### config.mk
export PLATFORM = sky130hd
export DESIGN_NAME = mips_ctrl_decode_flat
export DESIGN_NICKNAME = d
export VERILOG_FILES = /design/src/rtl/mips_pkg.sv /design/src/rtl/mips_ctrl_decode_if.sv /design/src/rtl/mips_ctrl_comb.sv /design/src/rtl/mips_ctrl_decode.sv /design/src/flat_wrapper.sv
export SDC_FILE = /design/constraint.sdc
export NUM_CORES = 1
export LEC_CHECK = 0
export ABC_CLOCK_PERIOD_IN_PS = 1320
export CAP_MARGIN = 20
export CORE_AREA = 2 2 39 41
export DETAILED_ROUTE_END_ITERATION = 10
export DIE_AREA = 0 0 41 43
export GPL_ROUTABILITY_DRIVEN = 1
export PLACE_DENSITY_LB_ADDON = 0.1
export SYNTH_ARGS = -nofsm -noshare
export SYNTH_HDL_FRONTEND = slang
export SYNTH_SLANG_ARGS = --single-unit
### constraint.sdc
create_clock -name clk -period 1.32 [get_ports clk]
set_clock_uncertainty 0.2 [all_clocks]
set_input_delay 0.264 -clock clk [delete_from_list [all_inputs] [get_ports clk]]
set_output_delay 0.264 -clock clk [all_outputs]
set_load 0.005 [all_outputs]
### src/rtl/mips_pkg.sv
// Shared MIPS pipeline definitions: opcodes, ALU op classes and the ID/EX control bundle.
package mips_pkg;

    localparam int unsigned OPCODE_W  = 6;
    localparam int unsigned ALUOP_W   = 2;

    localparam logic [OPCODE_W-1:0] OP_RTYPE = 6'h00;
    localparam logic [OPCODE_W-1:0] OP_J     = 6'h02;
    localparam logic [OPCODE_W-1:0] OP_BEQ   = 6'h04;
    localparam logic [OPCODE_W-1:0] OP_ADDI  = 6'h08;
    localparam logic [OPCODE_W-1:0] OP_SLTI  = 6'h0A;
    localparam logic [OPCODE_W-1:0] OP_ANDI  = 6'h0C;
    localparam logic [OPCODE_W-1:0] OP_ORI   = 6'h0D;
    localparam logic [OPCODE_W-1:0] OP_LW    = 6'h23;
    localparam logic [OPCODE_W-1:0] OP_SW    = 6'h2B;

    localparam logic [ALUOP_W-1:0] ALUOP_ADD   = 2'b00;
    localparam logic [ALUOP_W-1:0] ALUOP_SUB   = 2'b01;
    localparam logic [ALUOP_W-1:0] ALUOP_FUNCT = 2'b10;
    localparam logic [ALUOP_W-1:0] ALUOP_IMM   = 2'b11;

    typedef struct packed {
        logic               reg_dst;
        logic               alu_src;
        logic               mem_to_reg;
        logic               reg_write;
        logic               mem_read;
        logic               mem_write;
        logic               branch;
        logic               jump;
        logic [ALUOP_W-1:0] alu_op;
    } ctrl_t;

    localparam ctrl_t CTRL_BUBBLE = '0;

endpackage

### src/rtl/mips_ctrl_decode_if.sv
// ID-stage control bus: opcode/handshake from the pipeline, decoded controls back to it.
interface mips_ctrl_decode_if;
    import mips_pkg::*;

    logic [OPCODE_W-1:0] opcode;
    logic                valid;
    logic                stall;
    logic                flush;
    logic                reg_dst;
    logic                alu_src;
    logic                mem_to_reg;
    logic                reg_write;
    logic                mem_read;
    logic                mem_write;
    logic                branch;
    logic                jump;
    logic [ALUOP_W-1:0]  alu_op;
    logic                illegal_op;

    modport master (
        output opcode, valid, stall, flush,
        input  reg_dst, alu_src, mem_to_reg, reg_write, mem_read, mem_write,
               branch, jump, alu_op, illegal_op
    );

    modport slave (
        input  opcode, valid, stall, flush,
        output reg_dst, alu_src, mem_to_reg, reg_write, mem_read, mem_write,
               branch, jump, alu_op, illegal_op
    );
endinterface

### src/rtl/mips_ctrl_comb.sv
// Pure combinational opcode -> control decode. CU_IMM_OPS_EN adds andi/ori/slti.
module mips_ctrl_comb
    import mips_pkg::*;
(
    input  logic [OPCODE_W-1:0] i_opcode,
    input  logic                i_valid,
    output ctrl_t               o_ctrl,
    output logic                o_illegal
);

    always_comb begin
        o_ctrl    = CTRL_BUBBLE;
        o_illegal = 1'b0;
        if (i_valid) begin
            case (i_opcode)
                OP_RTYPE: begin
                    o_ctrl.reg_dst   = 1'b1;
                    o_ctrl.reg_write = 1'b1;
                    o_ctrl.alu_op    = ALUOP_FUNCT;
                end
                OP_LW: begin
                    o_ctrl.alu_src    = 1'b1;
                    o_ctrl.mem_to_reg = 1'b1;
                    o_ctrl.reg_write  = 1'b1;
                    o_ctrl.mem_read   = 1'b1;
                    o_ctrl.alu_op     = ALUOP_ADD;
                end
                OP_SW: begin
                    o_ctrl.alu_src   = 1'b1;
                    o_ctrl.mem_write = 1'b1;
                    o_ctrl.alu_op    = ALUOP_ADD;
                end
                OP_BEQ: begin
                    o_ctrl.branch = 1'b1;
                    o_ctrl.alu_op = ALUOP_SUB;
                end
                OP_ADDI: begin
                    o_ctrl.alu_src   = 1'b1;
                    o_ctrl.reg_write = 1'b1;
                    o_ctrl.alu_op    = ALUOP_ADD;
                end
                OP_J: begin
                    o_ctrl.jump = 1'b1;
                end
`ifdef CU_IMM_OPS_EN
                // ALU control picks and/or/slt from the opcode bits itself
                OP_ANDI, OP_ORI, OP_SLTI: begin
                    o_ctrl.alu_src   = 1'b1;
                    o_ctrl.reg_write = 1'b1;
                    o_ctrl.alu_op    = ALUOP_IMM;
                end
`endif
                default: begin
                    o_illegal = 1'b1;
                end
            endcase
        end
    end

endmodule

### src/rtl/mips_ctrl_decode.sv
// ID-stage main control decoder with ID/EX register (stall holds, flush/reset bubble).
// Optional macro CU_IMM_OPS_EN enables andi/ori/slti decode.
module mips_ctrl_decode
    import mips_pkg::*;
#(
    parameter int unsigned REG_OUT = 1
) (
    input  logic                 clk,
    input  logic                 rst,
    mips_ctrl_decode_if.slave    bus
);

    ctrl_t w_dec;
    logic  w_dec_illegal;
    ctrl_t w_out;
    logic  w_out_illegal;

    mips_ctrl_comb u_comb (
        .i_opcode  (bus.opcode),
        .i_valid   (bus.valid),
        .o_ctrl    (w_dec),
        .o_illegal (w_dec_illegal)
    );

    generate
        if (REG_OUT != 0) begin : g_reg
            ctrl_t r_ctrl;
            logic  r_illegal;

            // Priority: reset, then flush (beats stall), then stall hold, then load
            always_ff @(posedge clk) begin
                if (rst) begin
                    r_ctrl    <= CTRL_BUBBLE;
                    r_illegal <= 1'b0;
                end else if (bus.flush) begin
                    r_ctrl    <= CTRL_BUBBLE;
                    r_illegal <= 1'b0;
                end else if (!bus.stall) begin
                    r_ctrl    <= w_dec;
                    r_illegal <= w_dec_illegal;
                end
            end

            assign w_out         = r_ctrl;
            assign w_out_illegal = r_illegal;
        end else begin : g_comb
            assign w_out         = bus.flush ? CTRL_BUBBLE : w_dec;
            assign w_out_illegal = bus.flush ? 1'b0 : w_dec_illegal;
        end
    endgenerate

    assign bus.reg_dst    = w_out.reg_dst;
    assign bus.alu_src    = w_out.alu_src;
    assign bus.mem_to_reg = w_out.mem_to_reg;
    assign bus.reg_write  = w_out.reg_write;
    assign bus.mem_read   = w_out.mem_read;
    assign bus.mem_write  = w_out.mem_write;
    assign bus.branch     = w_out.branch;
    assign bus.jump       = w_out.jump;
    assign bus.alu_op     = w_out.alu_op;
    assign bus.illegal_op = w_out_illegal;

endmodule

### src/flat_wrapper.sv
// flat-port wrapper written by rule: the top's interface ports become plain ports
module mips_ctrl_decode_flat import mips_pkg::*;
#(
    parameter int unsigned REG_OUT = 1
)
  (clk, rst, bus_opcode, bus_valid, bus_stall, bus_flush, bus_reg_dst, bus_alu_src, bus_mem_to_reg, bus_reg_write, bus_mem_read, bus_mem_write, bus_branch, bus_jump, bus_alu_op, bus_illegal_op);
  mips_ctrl_decode_if bus_i ();
  input  logic clk;
  input  logic rst;
  input wire logic [$bits(bus_i.opcode)-1:0] bus_opcode;
  input wire logic [$bits(bus_i.valid)-1:0] bus_valid;
  input wire logic [$bits(bus_i.stall)-1:0] bus_stall;
  input wire logic [$bits(bus_i.flush)-1:0] bus_flush;
  output wire logic [$bits(bus_i.reg_dst)-1:0] bus_reg_dst;
  output wire logic [$bits(bus_i.alu_src)-1:0] bus_alu_src;
  output wire logic [$bits(bus_i.mem_to_reg)-1:0] bus_mem_to_reg;
  output wire logic [$bits(bus_i.reg_write)-1:0] bus_reg_write;
  output wire logic [$bits(bus_i.mem_read)-1:0] bus_mem_read;
  output wire logic [$bits(bus_i.mem_write)-1:0] bus_mem_write;
  output wire logic [$bits(bus_i.branch)-1:0] bus_branch;
  output wire logic [$bits(bus_i.jump)-1:0] bus_jump;
  output wire logic [$bits(bus_i.alu_op)-1:0] bus_alu_op;
  output wire logic [$bits(bus_i.illegal_op)-1:0] bus_illegal_op;
  assign bus_i.opcode = bus_opcode;
  assign bus_i.valid = bus_valid;
  assign bus_i.stall = bus_stall;
  assign bus_i.flush = bus_flush;
  assign bus_reg_dst = bus_i.reg_dst;
  assign bus_alu_src = bus_i.alu_src;
  assign bus_mem_to_reg = bus_i.mem_to_reg;
  assign bus_reg_write = bus_i.reg_write;
  assign bus_mem_read = bus_i.mem_read;
  assign bus_mem_write = bus_i.mem_write;
  assign bus_branch = bus_i.branch;
  assign bus_jump = bus_i.jump;
  assign bus_alu_op = bus_i.alu_op;
  assign bus_illegal_op = bus_i.illegal_op;
  mips_ctrl_decode #(.REG_OUT(REG_OUT)) u_core (.clk(clk), .rst(rst), .bus(bus_i));
endmodule
# --- Yosys cells after proc, flatten, opt, wreduce, memory -nomap -nowiden ---
# Index checks and enable logic that the tools add are counted.
classes:
  reduce_logical: 5
  n_mux: 11
  n_eq_ne: 5
op_table:
  columns: ["operator", "n"]
  rows:
  - ["$eq A6 B6 Y1 const B", 2]
  - ["$mux W10", 1]
  - ["$mux W1", 9]
  - ["$eq A6 B2 Y1 const B", 1]
  - ["$eq A6 B3 Y1 const B", 1]
  - ["$eq A6 B4 Y1 const B", 1]
  - ["$logic_not A6 Y1", 1]
  - ["$reduce_or A3 Y1", 2]
  - ["$reduce_or A6 Y1", 1]
  - ["$pmux W2 S2", 1]
  - ["$reduce_or A2 Y1", 1]
totals:
  regBits: 11
  in_bits: 11

# --- Logic depth before layout (Yosys ltp) ---
# Gate-level depths: netlist of the first run.
logic_depth:
  depth_word: 4
  mapped_depth: 4

# --- Cells and area by module ---
# Synthesis of the first run repeated with hierarchy kept, for this count alone.
hier_totals:
  cells_unflattened: 58
  hier_area_um2: 560.5
by_module_without_submodules:
  columns: ["mod", "instances", "cells_per_inst", "area_each_um2", "seq_area_each_um2"]
  rows:
  - ["mips_ctrl_decode", 1, 36, 400.4, 220.2]
  - ["mips_ctrl_comb", 1, 22, 160.2, 0.0]

# --- Least setup slack after synthesis of the first run ---
# Ideal clock, no wire load.
synth_path:
  path_kind: "input to register"
  from: "in bus_opcode[1]"
  to: "reg u_core.g_reg.r_illegal (netlist: u_core.bus.illegal_op)"
  path_stages: 3
  arrival_ps: 841
  path_buffers: 0
  path_slack_ps: 163
  setup_time_ps: 116
  required_time_ps: 1004
  path_cell_list: "nor3_2 nand3_1 a41o_1"
synth_between:
  elab_chain_len: 4
  elab_cells_between_ends: 9
  classes_between: "eq/ne (5); mux (2); reduce/logical (2)"
synth_lines:
  columns: ["element", "line", "source"]
  rows:
  - ["start, declared", "flat_wrapper.sv:10", "input wire logic [$bits(bus_i.opcode)-1:0] bus_opcode;"]
  - ["$eq A6 B3 Y1 (tied with other cells)", "mips_ctrl_comb.sv:15", "case (i_opcode)"]
  - ["$reduce_or A6 Y1 (no source line) *", null, null]
  - ["$mux W1 *", "mips_ctrl_comb.sv:15", null]
  - ["$mux W1 *", "mips_ctrl_comb.sv:14", "if (i_valid) begin"]
  - ["end signal, assigned", "mips_ctrl_decode.sv:40", "r_illegal <= w_dec_illegal;"]
  - ["end, declared", "mips_ctrl_decode.sv:28", "logic r_illegal;"]
# Every way passes the cells marked *; elsewhere a longest branch is shown, timed or not.
# A chain may end at the register's enable or synchronous reset.

# --- Worst setup path in the final report of the first run ---
layout_path:
  from: "reg u_core.g_reg.r_ctrl, in the netlist u_core.bus.reg_write"
  to: "out bus_reg_write"
layout_rtl:
  columns: ["element", "line", "source"]
  rows:
  - ["start, declared", "mips_ctrl_decode.sv:27", "ctrl_t r_ctrl;"]
  - ["start signal, assigned", "mips_ctrl_decode.sv:39", "r_ctrl <= w_dec;"]
  - ["end, declared", "flat_wrapper.sv:17", "output wire logic [$bits(bus_i.reg_write)-1:0] bus_reg_write;"]
# No word-level cell between the ends.

==> results of run 1 <==
-- logic make-up (layout without fill, tap and decap cells) --
| family | count (synthesis) | after routing | share of synthesized area [%] |
|---|---|---|---|
| simple gates | 22 | 22 | 30.4 |
| compound gates | 13 | 13 | 20.0 |
| flops | 9 | 9 | 43.0 |
| buf+inv | 5 | 33 | 6.56 |
-- layout make-up --
type,count,area [um2],area share (%)
well taps,16,20.0,2.82
clock buffers,3,22.5,3.17
multi-input cells,35,221,31.2
inverters,1,3.75,0.529
clock inverters,1,5.00,0.705
repair buffers,28,251,35.4
flip-flops and latches,9,185,26.1
-- metal layers --
metal | up-vias | part of all wire, %
met4 | 0 | 0
li1 | 233 | -
met3 | 0 | 7.1
met2 | 16 | 54
met1 | 222 | 39
met5 | - | 0
-- cell usage after synthesis (all sizes together) --
cell	count	share of area (%)
nor3	1	2.4
or2	1	1.5
a211oi	1	1.8
nand2	4	3.6
nor2b	1	1.5
nand3	3	3.6
a21oi	5	6.0
clkbuf	1	0.89
and3	2	3.0
buf	3	4.8
inv	1	0.89
nand4	2	3.0
a41o	1	2.4
nor4b	1	5.7
dfxtp	9	43
nor2	7	6.3
o21ai	3	3.6
a32oi	3	6.3
-- per-stage QoR --
step	setup slack [ns]	total power, mW	hold slack (ns)	setup TNS (ns)	cell area (um2)
6_report	0.0234	0.566	0.260	0	709
5_1_grt	0.0000736	0.594	0.291	0	709
4_1_cts	0.000892	0.576	0.263	0	697
3_5_place_dp	-0.399	0.369	0.256	-3.22	678
3_3_place_gp	-0.361	0.370	0.256	-3.14	678
2_1_floorplan	0.163	0.307	0.218	0	419
-- power by group --
part | switching (mW) | leakage (nW) | internal (mW)
logic | 0.0416 | 0.217 | 0.0443
registers | 0.000644 | 0.0746 | 0.273
clock network | 0.0950 | 0.0177 | 0.112
total | 0.137 | 0.309 | 0.429
-- final timing paths --
check,from,endpoint,slack [ns],cells after the start
setup / recovery,u_core.bus.reg_write,bus_reg_write,0.02,1
hold / removal,u_core.bus.branch,u_core.bus.branch,0.26,2
setup reg to reg,u_core.bus.illegal_op,u_core.bus.illegal_op,0.34,2
hold reg to reg,u_core.bus.branch,u_core.bus.branch,0.26,2
-- repair_timing --
item	in CTS	in global routing
endpoints found under the setup margin	20	9
gates resized for setup	26	9
hold buffers	0	0
pin swaps	5	0
gates cloned	0	0
buffers inserted	0	0
==> summary.md, run 1 <==
| Metric | Value |
|---|---|
| I/O pins | 22 |
| Vias in the first global route | 456 |
| Ratio of cells with drive above 1 in the final layout | 27.3% |
| RSZ-0062 raised after global routing | no |
| Antenna Nets Post-Route | 0 |
| Drt first-iter violations | 7 |
| Met2 Usage GRT | 26.9% |
| Max cap viols | 0 |
| Final std cells w/o fill | 93 |
| Worst path cell trace | dlygate4sd2_1 |
| Clock Pin Slew Worst Setup and Hold Paths | 0.06 ns |
| Maximum VDD drop | 0.764 mV |
| CP peak stage delay | 0.32 ns |
| Total Routing Usage GR | 15.9% |
| Hpwl dp | 858 um |
| Status | completed |
| Port Buf Inserts | 21 |
| CTS max path bufs | 2 |
| Largest net degree at the start of global routing | 11 |
| Drt first pass iters | 4 |
| Drt drc | 0 |
| Global-route wire length before repair | 1840 um |
| Placed Instances | 89 |
| Final wirelength | 1190 um |
| Net Count, Synth | 60 |
| Tightest Pin Transition | 0.336 ns |
| Slew Viols, Final | 0 |
| Via count | 471 |
| Crit share post-route | 98.2% |
| Synth Area per Inst | 8.55 um2 |
| CP Max Fanout | 2 |
| Post-synthesis cell type count | 20 |
| Slew margin rel. | 77.5% |
| Final setup fails | 0 |
| Leakage | 0.309 nW |
| Initial antenna violation count | 0 |
| Tmin final | 1.30 ns |
| Initial Util | 30.3% |
| Critical Path AT | 0.83 ns |
| Routed vias/inst | 5.06 |
| Final nets | 89 |
| Worst EP required | 0.86 ns |
| Die W | 41 um |
| Final hold violations | 0 |
| Die Y | 43 um |
| CTS tree | yes |
| Power density cells | 798 nW/um2 |
| Mapped Area | 419 um2 |
| Yosys reg bits | 9 |
| Clock latency on the worst-skew pair | 0.26 ns |
| Setup Crit Path Kind | flop to output pin |
| Antenna cells | 0 |
| Commonest cells after routing, fill and taps aside | dlygate4sd2_1, clkdlybuf4s15_1, nor2_1, buf_4 |
| Min-delay worst type | flop to flop |
| Cells after synthesis | 49 |
| Synth-to-Final Area Change | 69.3% |
| Clock H-tree levels | 1 |
| Kind of launch point of the worst setup path | flop |
| Max frequency | 771 MHz |
| Global routing's busiest layer | met2 |
| Sequential element share of the synthesized area | 43.0% |
| Clk Tree Root Cell | clkbuf_4 |
| Grt met3 use | 7.85% |
| Grt total ovfl | 0 |
| Leading cell type in the layout, fill and taps excluded | dlygate4sd2_1 |
| Filler cell count | 148 |
| Routability cong. | 0.708 |
| GR Util met1 | 16.6% |
| Crit path max-delay family | flip-flops |
| Worst path buffer plus inverter count | 1 |
| Die area | 1760 um2 |
| Clock sink count | 9 |
| Synth Warn # | 0 |
| FP Rows | 14 |
| TritonCTS buffer count | 3 |
| Core area | 1380 um2 |
| Worst path slowest cell | dfxtp_2 |
| CP Capture Type | output pin |
| Avg WL per Cell | 12.7 um |
| Final core occ | 51.3% |
No activity file was read; power rests on OpenSTA's default activity.
==> run 2, diff against run 1 <==
--- a/config.mk
+++ b/config.mk
@@ -8,6 +8,7 @@
 export ABC_CLOCK_PERIOD_IN_PS = 1320
 export CAP_MARGIN = 20
 export CORE_AREA = 2 2 39 41
+export CTS_CLUSTER_SIZE = 16
 export DETAILED_ROUTE_END_ITERATION = 10
 export DIE_AREA = 0 0 41 43
 export GPL_ROUTABILITY_DRIVEN = 1
==> results of run 2 <==
Same layout as run 1: the final DEF is identical, and so are final timing and power.
==> patch 1, RTL diff (flow settings as in run 2) <==
Make the reset (`rst`) asynchronous in one clocked block.
--- a/src/rtl/mips_ctrl_decode.sv
+++ b/src/rtl/mips_ctrl_decode.sv
@@ -29,5 +29,5 @@
 
             // Priority: reset, then flush (beats stall), then stall hold, then load
-            always_ff @(posedge clk) begin
+            always_ff @(posedge clk or posedge rst) begin
                 if (rst) begin
                     r_ctrl    <= CTRL_BUBBLE;
Behaviour: differs if rst is asserted again (counterexample within 4 cycles, from zero or initial values and one cycle with rst high); with rst held inactive, the same outputs for 10 cycles.
==> patch 1 against run 2 <==
Synthesized area rose by 11%; combinational power grew 13%; routed wire length fell by 1.4%; synthesized cell count fell by 10%; design area increased by 11%; sequential cell count unchanged; critical endpoint is now bus_alu_op[1]; the run now ends with negative setup slack left; setup slack got worse by 0.040 ns; power is 4.8% higher.
==> patch 1: results (changes against run 2) <==
Run status:
- The run finished, with violations left.
- The final reports fail on negative setup slack.

Yosys:
- Ranked by total cell area, the synthesized netlist is headed by sky130_fd_sc_hd__dfrtp_1 48%, sky130_fd_sc_hd__a22o_1 5.6%, sky130_fd_sc_hd__a32o_1 4.3%.
- The net count of the mapped netlist came to 55 (-8.3%).
- Counting instances in the post-synthesis netlist gives the leading cell types as 9 x sky130_fd_sc_hd__dfrtp_1, 4 x sky130_fd_sc_hd__nor2_1, 3 x sky130_fd_sc_hd__a21oi_1, 3 x sky130_fd_sc_hd__a22o_1, 3 x sky130_fd_sc_hd__nand2_1.
- The sequential element share of the synthesized area is 48.4% (+5.4 points).
- The fraction of synthesis flops using an asynchronous set or reset pin is 100% (+100 points).
- The count of different cell masters after synthesis is 23 (+15%).

Place:
- The routability congestion estimate is 0.730 (+3.2%).
- The detailed-placement wirelength estimate is 861 um (+0.31%).
- The post-detailed-placement cell area came to 748 um2 (+10%).

Setup path:
- The arrival time of data at the critical path endpoint is 0.87 ns (+0.04 ns).
- The cell at the slowest stage of the critical path is sky130_fd_sc_hd__dfrtp_1.
- The longest individual stage delay on the worst path is 0.39 ns (+0.07 ns).
- The endpoint identified for the worst register-to-register timing path is u_core.bus.alu_op[1].
- In this run the worst setup path terminates at bus_alu_op[1].

Timing:
- The post-route worst setup slack is -0.0171 ns (-0.0405 ns).
- The number of failing setup endpoints in the final timing report is 1 (+1).

GRT:
- The number of global-route vias before repair was 442 (-3.1%).
- The global-route usage over all layers is 15.8% (-0.12 points).
- The first-pass GRT wire length is 1850 um (+0.76%).
- The maximum number of pins on one net before global-route repair is 10 (-1).

Pwr:
- The static leakage was 0.401 nW (+30%).
- The net load switching power is 148 uW (+8.1%).
- The worst IR drop on VDD is 0.478 mV (-37%).

Routing:
- The aggregate routed wire length is 1170 um (-1.4%).
- The count of routing violations after the opening detailed-route iteration came to 8 (+1).

Finish:
- The fraction of layout cells with a size suffix above 1 is 40.2% (+13 points).
- The area occupied by registers is 225 um2 (+22%).
- The final net count is 94 (+5.6%).
-- patch 1: how the worst min path moves through the flow --
stage                     cells after the start                     to            startpoint
after floorplan                               1   u_core.bus.alu_op[0]                   rst
after global placement                        1   u_core.bus.mem_write  u_core.bus.mem_write
after detailed placement                      1        u_core.bus.jump       u_core.bus.jump
after CTS                                     2   u_core.bus.alu_op[1]                   rst
after global routing                          2   u_core.bus.alu_op[1]                   rst
final                                         2  u_core.bus.illegal_op                   rst
-- patch 1: cells by family after synthesis --
| logic type | after synthesis | synth area share [%] |
|---|---|---|
| DFF | 9 | 48.4 |
| buffers and inverters | 4 | 4.84 |
| and+or+nand+nor | 17 | 23.9 |
| AOI/OAI and AO/OA | 14 | 22.9 |
-- patch 1: area by class of cell --
cell class	instances	share of cell area, %
well taps	16	2.55
repair buffers	36	35.2
clock buffers	4	3.35
flip-flops and latches	9	28.7
inverters	2	0.957
multi-input cells	31	29.2
-- patch 1: layer usage --
metal / GRT usage (%) / vias to the layer above / wire length (um)
met5: 0 / - / 0
met4: 6.00 / 0 / 0
met3: 3.66 / 0 / 74
met2: 24.7 / 18 / 568
met1: 20.1 / 209 / 525
li1: - / 244 / -
-- patch 1: timing repair --
item	in CTS	in global routing
setup buffers	6	0
resized for setup	35	10
setup endpoints to repair	20	12
pin swaps	5	1
-- patch 1: through the flow --
step / setup slack, ns / cells / power, mW / hold WS, ns
floorplan: 0.0887 / 44 / 0.315 / -0.108
global placement: -0.478 / 88 / 0.389 / 0.278
detailed placement: -0.462 / 88 / 0.390 / 0.286
CTS: -0.0522 / 98 / 0.599 / 0.0816
global route: -0.0531 / 98 / 0.622 / 0.135
finish: -0.0171 / 98 / 0.593 / 0.0783
-- patch 1: power groups by stage --
stage          sequential, mW  combinational [mW]  clock (mW)
2_1_floorplan           0.285              0.0299           0
3_5_place_dp            0.285               0.105           0
6_report                0.280              0.0975       0.216
4_1_cts                 0.280              0.0990       0.220
3_3_place_gp            0.285               0.104           0
5_1_grt                 0.280               0.109       0.233
-- patch 1: worst reg2reg max path, stage by stage, from the launching register on --
cell and delay [ns]:
sky130_fd_sc_hd__dfrtp_1 0.39, sky130_fd_sc_hd__buf_6 0.12, sky130_fd_sc_hd__buf_4 0.12, sky130_fd_sc_hd__a22o_1 0.20
==> patch 2, RTL diff (config.mk and constraints of run 2) <==
Without the edit above. The package constant `ALUOP_W` goes from 2 to 4.
--- a/src/rtl/mips_pkg.sv
+++ b/src/rtl/mips_pkg.sv
@@ -3,5 +3,5 @@
 
     localparam int unsigned OPCODE_W  = 6;
-    localparam int unsigned ALUOP_W   = 2;
+    localparam int unsigned ALUOP_W   = 4;
 
     localparam logic [OPCODE_W-1:0] OP_RTYPE = 6'h00;
Ports: changed (resized bus_alu_op); port bits go from 22 to 24. The function was not compared with the original's and may differ.
==> patch 2 against run 2 <==
The flow now finishes with violations (negative setup slack); critical path depth increased by 3; synthesized area increased by 5.4%; register-to-register slack improved by 0.10 ns; sequential cell count unchanged; sequential share of layout area decreased by 2.0 points; design area increased by 9.7%; setup slack got worse by 0.042 ns; power increased by 5.7%; cell count increased by 11%; routed wire length increased by 4.4%; hold slack got worse by 0.12 ns; first-iteration DRC count increased by 71%; sequential power about the same; combinational power increased by 19%; largest power group unchanged.
==> patch 2: results (changes against run 2) <==
Yosys:
- The sequential element share of the synthesized area came to 40.8% (-2.2 points).
- The count of different cell masters after synthesis is 24 (+20%).
- In the post-synthesis netlist, the biggest area contributors are sky130_fd_sc_hd__dfxtp_1 41%, sky130_fd_sc_hd__buf_4 6.8%, sky130_fd_sc_hd__nand3_1 5.7%.
- The compound-gate portion of the synthesized area was 17.8% (-2.2 points).

Finish:
- The final-layout fill cell count is 145 (-2.0%).
- The post-route cell area is 778 um2 (+9.7%).
- The fraction of layout cells with a size suffix above 1 is 47.1% (+20 points).

Pwr:
- The static leakage was 0.315 nW (+1.7%).
- The combinational power is 102 uW (+19%).
- The internal power is 447 uW (+4.2%).
- The worst IR drop on VDD came to 0.638 mV (-16%).
- The total chip power is 599 uW (+5.7%).
- The clock network power share came to 37.2% (+0.7 points).

Place:
- The post-place setup slack came to -0.649 ns (-0.251 ns).
- The routability congestion estimate is 0.774 (+9.4%).
- The post-detailed-placement cell area came to 732 um2 (+7.9%).
- The instance count after placement with tap cells included is 97 (+9.0%).

Setup path:
- The arrival time of data at the critical path endpoint is 1.32 ns (+0.49 ns).
- The flop-to-flop setup slack came to 0.44 ns (+0.10 ns).
- The largest fanout on the critical path is 3 (+1).

Routing:
- The count of routing violations after the opening detailed-route iteration is 12 (+5).
- The total length of routed met3 wires came to 92 um (+9.5%).
- The vias after detailed routing was 498 (+5.7%).
- The top layer used by detailed routing is met4.
- The met1 wire length is 532 um (+16%).

Min path:
- The worst hold path belongs to the class in2reg.

Timing:
- The setup TNS is -0.0181 ns (-0.0181 ns).
- The number of failing setup endpoints in the final timing report is 1 (+1).
- The post-route worst setup slack is -0.0181 ns (-0.0416 ns).

GRT:
- The maximum number of pins on one net before global-route repair is 12 (+1).

Run status:
- The checks that failed: negative setup slack.
- The run finished, with violations left.

Clock tree:
- The post-cts repair resize count was 59 (+130%).
## patch 2: area by class of cell
cell class / count / area share, %
Timing Repair Buffer: 35 / 36.7
Multi-Input combinational cell: 39 / 33.3
Sequential cell: 9 / 24.1
Clock buffer: 4 / 3.38
Tap cell: 16 / 2.57
## patch 2: final timing paths
check                                     startpoint                    end
worst min-delay path                   bus_opcode[3]  u_core.bus.mem_to_reg
worst max register to register  u_core.bus.mem_write   u_core.bus.mem_write
worst min register to register     u_core.bus.branch      u_core.bus.branch
worst max-delay path                             rst  u_core.bus.mem_to_reg
## patch 2: critical path, cell delays in order
cell	delay (ns)
sky130_fd_sc_hd__buf_6	0.09
sky130_fd_sc_hd__or4b_4	0.53
sky130_fd_sc_hd__or2_4	0.26
sky130_fd_sc_hd__o31ai_1	0.17
## patch 2: routing by layer
metal	vias up	GRT usage, %
met4	0	8.00
met2	18	23.1
li1	256	-
met1	217	19.2
met5	-	0
met3	7	9.95
